==> config.mk <==
export PLATFORM = sky130hd
export DESIGN_NAME = data_unpacker
export DESIGN_NICKNAME = d
export VERILOG_FILES = /design/src/rtl/data_unpacker.sv
export SDC_FILE = /design/constraint.sdc
export NUM_CORES = 1
export LEC_CHECK = 0
export ABC_AREA = 0
export CORE_MARGIN = 4
export CORE_UTILIZATION = 50
export CTS_CLUSTER_DIAMETER = 200
export DETAILED_ROUTE_END_ITERATION = 10
export DONT_BUFFER_PORTS = 1
export PLACE_DENSITY = 0.68
export SYNTH_ARGS = -nofsm -noshare
export SYNTH_HDL_FRONTEND = slang
export SYNTH_SLANG_ARGS = --single-unit
==> constraint.sdc <==
create_clock -name clk -period 1.8 [get_ports clk]
set_clock_uncertainty 0.15 [all_clocks]
set_input_delay 0.27 -clock clk [delete_from_list [all_inputs] [get_ports clk]]
set_output_delay 0.27 -clock clk [all_outputs]
set_load 0.01 [all_outputs]
==> src/rtl/data_unpacker.sv <==
// data_unpacker: splits words of up to LANES packed bytes into one byte per beat, tlast preserved.
// Lane 0 is valid one cycle after accept. Optional UNPACK_MSB_FIRST_EN emits lanes high-to-low.
module data_unpacker #(
   parameter int DATA_WIDTH = 8,
   parameter int LANES      = 4,
   localparam int KW        = (LANES > 1) ? $clog2(LANES) : 1
) (
   input  logic                        clk,
   input  logic                        reset,
   input  logic [KW-1:0]               k,
   input  logic [DATA_WIDTH*LANES-1:0] s_axis_tdata,
   input  logic                        s_axis_tvalid,
   output logic                        s_axis_tready,
   input  logic                        s_axis_tlast,
   output logic [DATA_WIDTH-1:0]       m_axis_tdata,
   output logic                        m_axis_tvalid,
   input  logic                        m_axis_tready,
   output logic                        m_axis_tlast,
   output logic [15:0]                 pkt_count
);

   typedef enum logic {IDLE, SHIFT} state_t;

   state_t                      state, state_nxt;
   logic [DATA_WIDTH*LANES-1:0] buf_word;
   logic                        buf_last;
   logic                        sop;
   logic [KW-1:0]               lane_idx;
   logic [KW-1:0]               lanes_r;
   logic [KW-1:0]               lane_sel;
   logic [DATA_WIDTH-1:0]       lane_dat [LANES];
   logic                        last_byte;
   logic                        pop;
   logic                        accept;

   always_comb begin
      for (int i = 0; i < LANES; i++) begin
         lane_dat[i] = buf_word[i*DATA_WIDTH +: DATA_WIDTH];
      end
   end

   assign last_byte = (lane_idx == lanes_r);
   assign pop       = m_axis_tvalid & m_axis_tready;
   assign accept    = s_axis_tvalid & s_axis_tready;

   // lane_idx always counts up; only the lane it selects is mirrored
`ifdef UNPACK_MSB_FIRST_EN
   assign lane_sel = lanes_r - lane_idx;
`else
   assign lane_sel = lane_idx;
`endif

   assign m_axis_tdata = lane_dat[lane_sel];

   always_ff @(posedge clk or posedge reset) begin
      if (reset) begin
         state <= IDLE;
      end else begin
         state <= state_nxt;
      end
   end

   always_comb begin
      state_nxt     = state;
      s_axis_tready = 1'b0;
      m_axis_tvalid = 1'b0;
      m_axis_tlast  = 1'b0;
      case (state)
         IDLE: begin
            s_axis_tready = 1'b1;
            if (s_axis_tvalid) state_nxt = SHIFT;
         end
         SHIFT: begin
            m_axis_tvalid = 1'b1;
            m_axis_tlast  = buf_last & last_byte;
            // Ready on the final pop lets the next word load with no bubble
            s_axis_tready = m_axis_tready & last_byte;
            if (m_axis_tready & last_byte & ~s_axis_tvalid) state_nxt = IDLE;
         end
         default: state_nxt = IDLE;
      endcase
   end

   always_ff @(posedge clk or posedge reset) begin
      if (reset) begin
         buf_word  <= '0;
         buf_last  <= 1'b0;
         lane_idx  <= '0;
         lanes_r   <= '0;
         sop       <= 1'b1;
         pkt_count <= 16'd0;
      end else begin
         if (accept) begin
            buf_word <= s_axis_tdata;
            buf_last <= s_axis_tlast;
            lane_idx <= '0;
            sop      <= s_axis_tlast;
            // Lane count is fixed for the whole packet
            if (sop) lanes_r <= k;
         end else if (pop) begin
            if (last_byte) lane_idx <= '0;
            else           lane_idx <= lane_idx + KW'(1);
         end
         if (pop & m_axis_tlast) pkt_count <= pkt_count + 16'd1;
      end
   end

endmodule

=== Word level (Yosys, flattened, before mapping) ===
Index checks and enable logic that the tools add are counted.

* Memories: 0
* Memory bits (writable): 0
* Input port bits: 39
* Memory bits (read-only): 0
* Bits in registers: 55
* Bits in latches: 0

* Shift-type cells: 0
* Reduce and logical (&&, ||, !) cells: 2
* Div/mod/pow operators: 0
* Magnitude comparators: 1
* Add/sub/neg operators: 2
* Bitwise operators: 9
* Muxes and demuxes: 12
* Equality and inequality tests: 1
* $mul: 0

{| class="wikitable"
|+ Operators with widths
! kind !! count
|-
| $add 16x1->16 const B || 1
|-
| $bmux 8 s2 || 1
|-
| $mux 8 || 2
|-
| $and 1x1->1 || 6
|-
| $mux 2 || 3
|-
| $mux 1 || 4
|-
| $pmux 1 s2 || 2
|-
| $ge 3x3->1 const B || 1
|-
| $not 2->3 || 1
|-
| $add 2x1->2 const B || 1
|-
| $eq 2x2->1 || 1
|-
| $not 1->1 || 2
|-
| $reduce_and 2->1 || 1
|-
| $reduce_bool 2->1 || 1
|}

=== Longest topological paths before layout ===
Gate-level depths: netlist (run 1).

* Depth after elaboration: 5
* Mapped depth: 5

=== Least setup slack after synthesis (run 1) ===
No wires, ideal clock.

* Path kind: register to register
* Start point: register lanes_r[1]
* End point: register buf_last
* Stages on the path, launching flop included: 6
* Path buffers: 1
* Slack: -89 ps
* Setup time: 125 ps
* Data required time: 1525 ps
* Arrival time: 1613 ps
* Cell sequence: dfrtp_1 -> xor2_2 -> o31ai_4 -> nand2_4 -> buf_12 -> mux2_4

* Longest elaborated chain between the ends: 4

{| class="wikitable"
|+ Ends and longest elaborated chain
! what !! RTL line !! text
|-
| start: declaration || 29 || <nowiki>logic [KW-1:0] lanes_r;</nowiki>
|-
| start signal: assignment || 99 || <nowiki>if (sop) lanes_r <= k;</nowiki>
|-
| $eq 2x2->1 || 42 || <nowiki>assign last_byte = (lane_idx == lanes_r);</nowiki>
|-
| $and 1x1->1 || 77 || <nowiki>s_axis_tready = m_axis_tready & last_byte;</nowiki>
|-
| $pmux 1 s2 || 68 || <nowiki>case (state)</nowiki>
|-
| net s_axis_tready || 13 || <nowiki>output logic s_axis_tready,</nowiki>
|-
| $and 1x1->1 || 44 || <nowiki>assign accept = s_axis_tvalid & s_axis_tready;</nowiki>
|-
| end signal: assignment || 95 || <nowiki>buf_last <= s_axis_tlast;</nowiki>
|-
| end: declaration || 26 || <nowiki>logic buf_last;</nowiki>
|}

The timed path passes the listed nets, and every way through them passes these cells.
A chain may end at the register's enable or synchronous reset.

=== Worst setup path after layout (run 1) ===
* Start point: register lane_idx[0]
* End point: output m_axis_tdata[7]

* Longest elaborated chain between the ends: 4

{| class="wikitable"
|+ Ends and longest elaborated chain
! what !! RTL line !! text
|-
| start: declaration || 28 || <nowiki>logic [KW-1:0] lane_idx;</nowiki>
|-
| start signal: assignment || 102 || <nowiki>else lane_idx <= lane_idx + KW'(1);</nowiki>
|-
| $not 2->3 (implied by the code) || 53 || <nowiki>assign m_axis_tdata = lane_dat[lane_sel];</nowiki>
|-
| $bmux 8 s2 || 53 ||
|-
| $mux 8 (implied by the code) (2 in series) || 53 ||
|-
| end: declaration || 15 || <nowiki>output logic [DATA_WIDTH-1:0] m_axis_tdata,</nowiki>
|}

No other way between the ends. The select of a mux whose other input is x is not followed.

==> flow_summary.yaml, run 1 <==
global_route:
  grt_pass1_vias: 1806
  grt.overflow.total: 0
  track_usage_pct: 17.0
  grt_first_pass_wirelength_um: 8540
  antenna_found_initial: 0
  grt_max_degree: 35
clocking:
  max-clock-path-buffers: 2
  cts_sinks: 55
  path_clk_slew_ps: 100
  worst_skew_pair.late_latency_ps: 300
  cts_tree: "yes"
  cts_buffers: 5
  cts_root_buf: "clkbuf_8"
  htreeDepth: 2
worst_setup_path:
  reg2reg_depth: 5
  cpLargestDelayFamily: "multiplexers"
  cp_max_fo: 12
  cp.arrival_ps: 1480
  crit_slowest_cell: "mux4_2"
  worstPathBufferInverterCount: 1
  cp-end-kind: "primary output"
  crit_type: "register to primary output"
  cp.required_ps: 1380
  start_kind: "register"
  max_stage_delay_ps: 560
  cp_cell_sequence: "buf_12, mux4_2"
  cp.depth: 2
cells_and_area:
  fin_util_pct: 67.3
  final_common_cell: "dfrtp_1"
  syn2layout_area_growth_pct: 30.1
  drive_gt1_share_pct: 40.9
  fin_nets: 269
  mostFrequentLayoutCells: "52 x dfrtp_1, 38 x dlygate4sd3_1, 31 x mux2_4"
  diodes: 0
placement:
  dpl.hpwl_um: 3570
  io_buffers: 0
  gp_congestion: 0.747
  place_ws_ps: 17.5
drt:
  drt-initial-drc-count: 58
  drcViolationCount: 0
  firstDrtPassIters: 4
  via_count: 1657
  routed_wl_um: 5650
  avgViaCountPerCell: 5.52
  wl_per_cell_um: 18.8
  ant_nets: 0
floorplanning:
  rows: 26
  dieWidth_um: 80.9
  pin_count: 66
  core_um2: 5140
  chipHeight_um: 80.9
  dieArea_um2: 6550
  initial_core_util_pct: 51.8
hold_path:
  hold_class: "primary input to register"
  whs_path_depth: 2
power_and_ir_drop:
  p_leak_nw: 1.58
  powerDensity_nw_per_um2: 1600
  ir_worst_vdd_v: 0.000969
  total_power_mw: 5.53
yosys:
  postSynthAreaPerCell_um2: 15.6
  syn_area_um2: 2660
  syn-instance-count: 170
  yosys.area.top_type_share_pct: 50.8
  synth.distinct_cells: 33
  yosys_warnings: 0
  yosysSeqAreaShare_pct: 51.8
  synthTopCellsByArea: "dfrtp_1 51%, mux2_4 17%, mux4_2 5.9%"
  ys_seq_elements: 55
  syn_nets: 210
  yosysTopAreaCell: "dfrtp_1"
sta:
  final_max_slew_viol_count: 0
  finalHoldViolCount: 0
  rsz0062_at_grt: "yes"
  setup_slack_ps: -101
  fin_crit_ps: 1900
  fmaxAchievable_mhz: 526
  setup_viol: 37
  fin_tns_setup_ps: -1940
  fin_crit_sh_pct: 106
  relSlewSlack_pct: 63.5
  hold_ws_ps: 39.5
  worst_pin_slew_ps: 547
run_status:
  outcome: "finished with violations"
  violations: "negative setup slack"
run:
  max-cap-violations: 0
==> metal layers <==
| metal | up-vias | global-route usage (%) | share of wire [%] |
|---|---|---|---|
| met4 | 0 | 5.41 | 1.8 |
| met3 | 12 | 4.88 | 5.9 |
| met5 | - | 0 | 0 |
| li1 | 732 | - | - |
| met1 | 854 | 20.9 | 43 |
| met2 | 59 | 28.9 | 50 |
==> metrics by stage <==
stage,instance area [um^2],instances
after detailed placement,2810,248
after global routing,3460,300
final,3460,300
after floorplan,2660,170
after global placement,2810,248
after CTS,3330,295
==> power by group <==
part           switching [mW]  leakage [nW]  internal, mW
registers               0.346         0.672          1.75
clock network           0.399        0.0474         0.315
logic                    1.10         0.865          1.63
total                    1.84          1.58          3.69
==> registers in the layout, indices dropped and copies added (netlist names) <==
| register | count |
|---|---|
| pkt_count | 16 |
| state | 1 |
| lanes_r | 2 |
| lane_idx | 2 |
| buf_word | 32 |
| buf_last | 1 |
| sop | 1 |
==> cell type report <==
cell class                      count  area, um^2
Clock buffer                        6        82.6
Clock inverter                      2        16.3
Fill cell                         372        1680
Inverter                            2        7.51
Multi-Input combinational cell    105        1250
Sequential cell                    55        1380
Tap cell                           70        87.6
Timing Repair Buffer               60         638
==> worst reg2reg max path: stages (launching register included) <==
cell and delay [ps]:
dfrtp_1 430, xor2_2 210, o31ai_4 310, nand2_4 140, buf_16 190, mux2_4 320
==> worst paths after layout <==
check | from | endpoint | slack, ps
max | lane_idx[0] | m_axis_tdata[7] | -100
max in group asynchronous | reset | buf_word[8] | 620
min | s_axis_tvalid | lanes_r[1] | 40
min in group asynchronous | reset | buf_last | 320
min reg2reg | buf_word[30] | buf_word[30] | 360
max reg2reg | lane_idx[1] | buf_word[9] | -70
==> logic make-up after synthesis <==
logic type / share of synthesized area, %
xor+xnor: 6.59
buf+inv: 3.34
mux: 26.8
fa+ha+maj: 0.470
compound gates: 2.26
simple gates: 8.75
flops: 51.8
==> Yosys cell counts <==
| library cell | n |
|---|---|
| nand3b_1 | 1 |
| or2b_1 | 1 |
| o31ai_4 | 1 |
| nand2_4 | 1 |
| inv_1 | 2 |
| nor4_4 | 2 |
| and3_1 | 8 |
| buf_12 | 3 |
| o31ai_1 | 1 |
| mux4_2 | 7 |
| a31o_2 | 1 |
| buf_2 | 2 |
| clkbuf_1 | 1 |
| nand3_1 | 13 |
| xor2_4 | 1 |
| o21ai_0 | 1 |
| nor3_1 | 1 |
| a21o_1 | 1 |
| nor2_1 | 3 |
| dfstp_2 | 1 |
| xnor2_1 | 12 |
| ha_1 | 1 |
| xor2_2 | 1 |
| a32o_1 | 1 |
| mux4_1 | 1 |
| dfrtp_1 | 54 |
| nand4_1 | 3 |
| nand2_1 | 2 |
| mux2_2 | 7 |
| mux2_4 | 30 |
| buf_1 | 2 |
| nor4_1 | 1 |
| xor2_1 | 3 |
==> timing repair <==
action | 4_1_cts | 5_1_grt
hold buffers | 38 | 0
cloned | 0 | 3
gates resized for setup | 10 | 14
setup endpoints to repair | 21 | 52
buffers inserted | 1 | 2
hold endpoints to repair | 60 | 0
pin swaps | 2 | 5
Power figures use the tool's default switching activity.
==> inputs of run 2 (changes only) <==
--- a/config.mk
+++ b/config.mk
@@ -6,6 +6,7 @@
 export NUM_CORES = 1
 export LEC_CHECK = 0
 export ABC_AREA = 0
+export CORE_ASPECT_RATIO = 0.5
 export CORE_MARGIN = 4
 export CORE_UTILIZATION = 50
 export CTS_CLUSTER_DIAMETER = 200
==> run 2 against run 1 <==
The flow still finishes with violations (negative setup slack). Cell area increased by 1.4%. Maximum frequency increased by 0.32%. Count of clock-buffer cells in the layout increased by 1.
==> flow_summary.yaml, run 2 (synthesis gave the netlist of run 1 again) <==
global_route:
  gr-usage-met3_pct: 5.71
  gr-usage-met1_pct: 21.0
  grt_pass1_vias: 1794
  antenna_found_initial: 0
  busiest_layer: "met2"
  grt_first_pass_wirelength_um: 8900
  grt_max_degree: 24
  grt.overflow.total: 0
  grtUsageMet2_pct: 30.3
  track_usage_pct: 17.1
cells_and_area:
  diodes: 0
  largest_reg_flops: 32
  mostFrequentLayoutCells: "51 x dfrtp_1, 38 x dlygate4sd3_1, 31 x mux2_4"
  syn2layout_area_growth_pct: 31.9
  fin_nets: 273
  reg_top3: "buf_word: 32 flops, pkt_count: 16 flops"
  final_common_cell: "dfrtp_1"
  fin_util_pct: 69.9
  drive_gt1_share_pct: 43.6
  regMostFlops: "buf_word"
power_and_ir_drop:
  ir_worst_vdd_v: 0.000799
  p_leak_nw: 1.60
  total_power_mw: 5.59
  powerDensity_nw_per_um2: 1590
sta:
  fin_crit_ps: 1890
  fmaxAchievable_mhz: 528
  setup_viol: 39
  fin_tns_setup_ps: -1840
  final_max_slew_viol_count: 0
  worst_pin_slew_ps: 527
  fin_crit_sh_pct: 105
  relSlewSlack_pct: 64.8
  finalHoldViolCount: 0
  rsz0062_at_grt: "yes"
  setup_slack_ps: -94.9
placement:
  io_buffers: 0
  place_ws_ps: 28.5
  gp_congestion: 0.752
  dpl.hpwl_um: 3460
floorplanning:
  dieWidth_um: 111
  rows: 18
  chipHeight_um: 59.6
  pin_count: 66
  core_um2: 5020
  initial_core_util_pct: 53.0
  dieArea_um2: 6620
drt:
  routed_wl_um: 5430
  drcViolationCount: 0
  ant_nets: 0
  via_count: 1627
  wl_per_cell_um: 17.8
  avgViaCountPerCell: 5.35
  firstDrtPassIters: 4
  drt-initial-drc-count: 72
run:
  max-cap-violations: 0
clocking:
  worst_skew_pair.late_latency_ps: 300
  cts_sinks: 55
  max-clock-path-buffers: 2
  cts_buffers: 5
  cts_tree: "yes"
  cts_root_buf: "clkbuf_8"
  htreeDepth: 2
  path_clk_slew_ps: 100
run_status:
  violations: "negative setup slack"
  outcome: "finished with violations"
hold_path:
  hold_class: "primary input to register"
worst_setup_path:
  cp.arrival_ps: 1470
  cp.required_ps: 1380
  cp_max_fo: 5
  cp-end-kind: "primary output"
  crit_type: "register to primary output"
  start_kind: "register"
-- run 2: area by class of cell --
| class | instances | area [um^2] |
|---|---|---|
| clock inverters | 1 | 5.00 |
| repair buffers | 64 | 668 |
| fillers | 351 | 1510 |
| flip-flops and latches | 55 | 1380 |
| multi-input cells | 105 | 1280 |
| well taps | 70 | 87.6 |
| inverters | 2 | 7.51 |
| clock buffers | 7 | 76.3 |
-- run 2: critical path, stage by stage (launching register included) --
cell and delay [ps]:
dfrtp_2 460, buf_6 160, mux4_2 550
-- run 2: report_power, final --
part           switching [mW]  internal (mW)
clock                   0.393          0.275
combinational            1.12           1.69
sequential              0.369           1.75
-- run 2: through the flow --
| step | instance area (um^2) | hold slack [ps] | cells |
|---|---|---|---|
| CTS | 3340 | 21.2 | 298 |
| global route | 3510 | 25.5 | 304 |
| finish | 3510 | 32.9 | 304 |
| floorplan | 2660 | 223 | 170 |
| detailed placement | 2840 | 80.8 | 250 |
| global placement | 2840 | 57.4 | 250 |
-- run 2: path summary, 6_finish.rpt --
| path | start | endpoint | slack, ps | cells past startpoint |
|---|---|---|---|---|
| max | lane_idx[0] | m_axis_tdata[0] | -90 | 2 |
| min | s_axis_tvalid | lanes_r[0] | 30 | 2 |
| max reg2reg | lane_idx[1] | buf_word[2] | -50 | 5 |
| min reg2reg | buf_word[28] | buf_word[28] | 360 | 1 |
| max in group asynchronous | reset | pkt_count[1] | 590 | 3 |
| min in group asynchronous | reset | buf_word[23] | 300 | 2 |
-- run 2: metal layers --
layer / vias to the layer above / part of all wire [%]
met5: - / 0
met3: 0 / 6.0
met2: 42 / 51
met1: 848 / 43
li1: 737 / -
met4: 0 / 0
-- run 2: timing repair --
item / CTS / global route
buffers inserted: 2 / 4
pin swaps: 1 / 5
gates cloned: 0 / 2
resized for setup: 9 / 22
hold endpoints to repair: 58 / 0
hold buffers: 38 / 0
setup endpoints to repair: 10 / 55
